**config.mk**
```make
export PLATFORM = sky130hd
export DESIGN_NAME = piso_shift_tx_flat
export DESIGN_NICKNAME = d
export VERILOG_FILES = /design/src/rtl/piso_shift_tx_if.sv /design/src/rtl/piso_shift_tx.sv /design/src/flat_wrapper.sv
export SDC_FILE = /design/constraint.sdc
export NUM_CORES = 1
export LEC_CHECK = 0
export BUFFER_PORTS_ARGS = -buffer_cell sky130_fd_sc_hd__buf_2
export CORE_ASPECT_RATIO = 0.9
export CORE_MARGIN = 2
export CORE_UTILIZATION = 55
export CTS_BUF_LIST = sky130_fd_sc_hd__clkbuf_8
export DETAILED_ROUTE_END_ITERATION = 10
export HOLD_SLACK_MARGIN = 0.12
export PLACE_DENSITY = 0.83
export RECOVER_POWER = 25
export REMOVE_ABC_BUFFERS = 1
export SLEW_MARGIN = 30
export SYNTH_ARGS = -nofsm -noshare
export SYNTH_HDL_FRONTEND = slang
export SYNTH_SLANG_ARGS = --single-unit
```
**constraint.sdc**
```tcl
create_clock -name clk -period 1.9 [get_ports clk]
set_input_delay 0.095 -clock clk [delete_from_list [all_inputs] [get_ports clk]]
set_output_delay 0.095 -clock clk [all_outputs]
set_load 0.1 [all_outputs]
```
**src/rtl/piso_shift_tx_if.sv**
```systemverilog
`default_nettype none
// +--------------------------------------------------------------------------+
// | piso_shift_tx_if : load handshake, bit strobe and serial outputs          |
// | Revision 1.0                                                              |
// +--------------------------------------------------------------------------+
interface piso_shift_tx_if #(
  parameter int WIDTH = 8
);
  logic             load_valid;
  logic [WIDTH-1:0] load_data;
  logic             load_ready;
  logic             shift_en;
  logic             sdata;
  logic             sframe;
  logic             busy;
  logic             done;

  modport master (
    output load_valid, load_data, shift_en,
    input  load_ready, sdata, sframe, busy, done
  );

  modport slave (
    input  load_valid, load_data, shift_en,
    output load_ready, sdata, sframe, busy, done
  );
endinterface
`default_nettype wire

```
**src/rtl/piso_shift_tx.sv**
```systemverilog
`default_nettype none
// +--------------------------------------------------------------------------+
// | piso_shift_tx : parallel-in serial-out transmitter, one bit per strobe    |
// | Revision 1.0                                                              |
// +--------------------------------------------------------------------------+
module piso_shift_tx #(
  parameter int   WIDTH      = 8,
  parameter bit   MSB_FIRST  = 1'b1,
  parameter logic IDLE_LEVEL = 1'b0
) (
  input  logic             clk,
  input  logic             reset,
  piso_shift_tx_if.slave   bus
);

  localparam int             CW     = $clog2(WIDTH);
  localparam logic [CW-1:0]  C_LAST = CW'(WIDTH - 1);

  typedef enum logic [0:0] {
    ST_IDLE  = 1'b0,
    ST_SHIFT = 1'b1
  } state_t;

  state_t           r_state;
  logic [WIDTH-1:0] r_shift;
  logic [CW-1:0]    r_cnt;
  logic             r_sdata;
  logic             r_sframe;
  logic             r_done;

  logic             w_first_bit;
  logic             w_next_bit;
  logic [WIDTH-1:0] w_shifted;

  // The register rotates rather than zero-fills; the wrapped bit is never sent.
  generate
    if (MSB_FIRST) begin : g_msb_first
      assign w_first_bit = bus.load_data[WIDTH-1];
      assign w_next_bit  = r_shift[WIDTH-2];
      assign w_shifted   = {r_shift[WIDTH-2:0], r_shift[WIDTH-1]};
    end else begin : g_lsb_first
      assign w_first_bit = bus.load_data[0];
      assign w_next_bit  = r_shift[1];
      assign w_shifted   = {r_shift[0], r_shift[WIDTH-1:1]};
    end
  endgenerate

  always_ff @(posedge clk or negedge reset) begin
    if (!reset) begin
      r_state  <= ST_IDLE;
      r_shift  <= '0;
      r_cnt    <= '0;
      r_sdata  <= IDLE_LEVEL;
      r_sframe <= 1'b0;
      r_done   <= 1'b0;
    end else begin
      r_done <= 1'b0;
      case (r_state)
        ST_IDLE: begin
          if (bus.load_valid) begin
            r_shift  <= bus.load_data;
            r_cnt    <= '0;
            r_state  <= ST_SHIFT;
            r_sframe <= 1'b1;
            r_sdata  <= w_first_bit;
          end
        end
        ST_SHIFT: begin
          if (bus.shift_en) begin
            if (r_cnt == C_LAST) begin
              r_state  <= ST_IDLE;
              r_sframe <= 1'b0;
              r_sdata  <= IDLE_LEVEL;
              r_done   <= 1'b1;
            end else begin
              r_cnt   <= r_cnt + 1'b1;
              r_shift <= w_shifted;
              r_sdata <= w_next_bit;
            end
          end
        end
        default: r_state <= ST_IDLE;
      endcase
    end
  end

  assign bus.load_ready = (r_state == ST_IDLE);
  assign bus.busy       = (r_state == ST_SHIFT);
  assign bus.sdata      = r_sdata;
  assign bus.sframe     = r_sframe;
  assign bus.done       = r_done;

endmodule
`default_nettype wire

```
**src/flat_wrapper.sv**
```systemverilog
// flat-port wrapper written by rule: the top's interface ports become plain ports
module piso_shift_tx_flat 
#(
  parameter int   WIDTH      = 8,
  parameter bit   MSB_FIRST  = 1'b1,
  parameter logic IDLE_LEVEL = 1'b0
)
  (clk, reset, bus_load_valid, bus_load_data, bus_shift_en, bus_load_ready, bus_sdata, bus_sframe, bus_busy, bus_done);
  piso_shift_tx_if #(.WIDTH(WIDTH)) bus_i ();
  input  logic clk;
  input  logic reset;
  input wire logic [$bits(bus_i.load_valid)-1:0] bus_load_valid;
  input wire logic [$bits(bus_i.load_data)-1:0] bus_load_data;
  input wire logic [$bits(bus_i.shift_en)-1:0] bus_shift_en;
  output wire logic [$bits(bus_i.load_ready)-1:0] bus_load_ready;
  output wire logic [$bits(bus_i.sdata)-1:0] bus_sdata;
  output wire logic [$bits(bus_i.sframe)-1:0] bus_sframe;
  output wire logic [$bits(bus_i.busy)-1:0] bus_busy;
  output wire logic [$bits(bus_i.done)-1:0] bus_done;
  assign bus_i.load_valid = bus_load_valid;
  assign bus_i.load_data = bus_load_data;
  assign bus_i.shift_en = bus_shift_en;
  assign bus_load_ready = bus_i.load_ready;
  assign bus_sdata = bus_i.sdata;
  assign bus_sframe = bus_i.sframe;
  assign bus_busy = bus_i.busy;
  assign bus_done = bus_i.done;
  piso_shift_tx #(.WIDTH(WIDTH), .MSB_FIRST(MSB_FIRST), .IDLE_LEVEL(IDLE_LEVEL)) u_core (.clk(clk), .reset(reset), .bus(bus_i));
endmodule
```
==> impl_results.md <==
- Max Cap Viol: 0
- Logic pwr share: 42.4%
- Switching portion of total power: 44.9%
- Detailed Routing Iterations Pass 1: 4
- Remaining DRCs: 0
- Die height: 40.2 um
- Slew Limit Fails: 0
- Hold_sp: bus_load_valid
- CTS Buf Count: 3
- Commonest non-fill, non-tap cells in the layout: nand3_1 (20), buf_2 (15), dfrtp_1 (15)
- Netlist Area Pre-Place: 800 um2
- GP Congestion: 0.725
- Power per cell area: 1470 nW/um2
- Layout cells sized above 1: 23.1%
- Type of the worst min-delay path: input pin to register
- Hold Violations, Final: 0
- Seq cells post-synth: 15
- WHS: 161 ps
- Hold path depth: 2
- DRT Wirelength: 1.64 mm
- Type of origin of the critical path: register
- P_sw: 0.649 mW
- RSZ-0062 raised after global routing: no
- Worst Path Max Fanout: 10
- Nature of the critical path endpoint: register
- Root buffer cell: clkbuf_8
- Post-synthesis sequential area ratio: 46.9%
- Peak VDD IR: 0.887 mV
- Power Internal: 0.795 mW
- I/O Buffers: 16
- Netlist cell types: 21
- Commonest non-fill, non-tap cell in the layout: nand3_1
- CTS tree: yes
- Number of global-route vias before repair: 630
- Outcome: complete, no violations
- Final instance area: 980 um2
- Die width: 44.2 um
- H-tree lvl count: 1
- Vias: 691
- Layout Nets: 120
- Die area: 1780 um2
- DPL Wire Length: 1.07 mm
- Clk pwr share: 17.9%
- Fmax: 649 MHz
- Yosys warning count: 0
- I/O pin count: 17
- Hold EP: u_core.r_cnt[0]
- R2R Setup Slk: 360 ps
- Total gr overflow: 0
- Clk sink count: 15
- PostCTS Resize Cnt: 0
- Rows: 13
- Setup violations, final: 0
- Detailed router's first-iteration violation count: 18
- First-pass GRT wire length: 2.66 mm
- R2R Path End: u_core.r_shift[2]
- Slew @ Worst Pin: 809 ps
- Initial Util: 57.2%
- P&R area growth vs syn: 22.5%
- Mapped Cells: 81
- Pin count of the biggest net entering global routing: 16
- WP data required: 2030 ps
- # diodes: 0
- Total core area: 1400 um2
- Kind of critical path: register to register
- CP arrival: 1670 ps
- Skew final: 2.23 ps
- Period utilisation layout: 81.1%
- Slew margin rel.: 46.0%
- Gr usage total: 21.5%
- Number of antenna violations at the first check in global routing: 0
- Routed Antenna Nets: 0
- Reg2Reg Depth: 5
- Worst-path clk slew: 60 ps
- Seq pwr share: 39.7%
- Placed Area: 855 um2
- Syn_area_per_cell: 9.87 um2
- Detailed-route wire length per cell: 13.8 um
- Critical R2R Launch: u_core.r_cnt[0]
- Worst skew pair latency: 250 ps
- Fin crit period: 1540 ps
- CTS Buffer Depth: 2
- Leakage: 0.475 nW
- Routed vias/inst: 5.81
==> synth_stat cells <==
library cell / number / area [um2]
o22ai_1: 1 / 6.26
o21bai_1: 1 / 7.51
and3_1: 1 / 6.26
nor2b_1: 2 / 12.5
nand2b_1: 2 / 12.5
a32oi_1: 7 / 61.3
nand2_1: 11 / 41.3
buf_2: 2 / 10.0
nor2_2: 1 / 6.26
a211oi_1: 2 / 15.0
nand2_2: 1 / 6.26
nor2b_4: 2 / 27.5
inv_1: 2 / 7.51
nand3_1: 20 / 100
a31oi_1: 2 / 12.5
buf_6: 3 / 33.8
dfrtp_1: 15 / 375
buf_4: 1 / 7.51
ha_1: 3 / 37.5
xnor2_1: 1 / 8.76
nor2_1: 1 / 3.75
==> state kept, by name (all words and copies together) (netlist names) <==
register,count
u_core.bus.busy,1
u_core.r_shift,8
u_core.bus.sdata,1
u_core.bus.done,1
u_core.r_cnt,3
u_core.bus.sframe,1
==> kinds of logic after synthesis <==
family,share of synthesized area [%]
fa+ha+maj,4.70
compound gates,12.8
flops,46.9
buf+inv,7.36
simple gates,27.1
xor+xnor,1.10
==> metrics by stage <==
stage	utilization [%]	setup slack, ps	TNS (ps)	total power [mW]	instances
floorplan	-	-707	-1060	1.04	75
global placement	61.1	394	0	1.16	107
detailed placement	61.1	355	0	1.18	107
CTS	70.1	353	0	1.45	119
global route	70.0	255	0	1.53	119
finish	70.0	359	0	1.44	119
==> routing by layer <==
layer / up-vias / part of all wire, % / GRT usage, %
met5: - / 0 / 0
met4: 0 / 0.67 / 11.4
met3: 2 / 4.1 / 4.05
met2: 16 / 49 / 37.1
met1: 334 / 46 / 25.8
li1: 339 / - / -
==> layout make-up <==
cell class	count	area, um2
clock buffers	3	41.3
clock inverters	1	5.00
fillers	114	419
inverters	2	7.51
multi-input cells	58	365
flip-flops and latches	15	375
well taps	15	18.8
repair buffers	25	166
==> power by group through the flow <==
stage	Clock [mW]	Sequential (mW)	Combinational [mW]
global placement	0	0.567	0.591
detailed placement	0	0.577	0.602
floorplan	0	0.757	0.286
CTS	0.264	0.570	0.619
finish	0.259	0.573	0.613
global route	0.278	0.591	0.665
==> worst max-delay path, stage by stage (launching register included) <==
cell,delay (ps)
dfrtp_1,410
ha_1,230
ha_1,220
nand2b_1,320
nand3_1,160
nand3_1,90
==> timing repair <==
action | 4_1_cts | 5_1_grt
hold endpoints to repair | 22 | 0
setup buffers | 0 | 0
hold buffers | 8 | 0
==> how the worst max path moves through the flow <==
stage                              endpoint             from  slack [ps]  cells after the start
after floorplan             u_core.r_cnt[0]  u_core.bus.busy        -710                      3
after global placement    u_core.r_shift[7]  u_core.r_cnt[0]         390                      5
after detailed placement  u_core.r_shift[2]  u_core.r_cnt[0]         360                      5
after CTS                 u_core.r_shift[2]  u_core.r_cnt[0]         350                      5
after global routing      u_core.r_shift[5]  u_core.r_cnt[0]         260                      5
final                     u_core.r_shift[2]  u_core.r_cnt[0]         360                      5
Power figures use the tool's default switching activity.
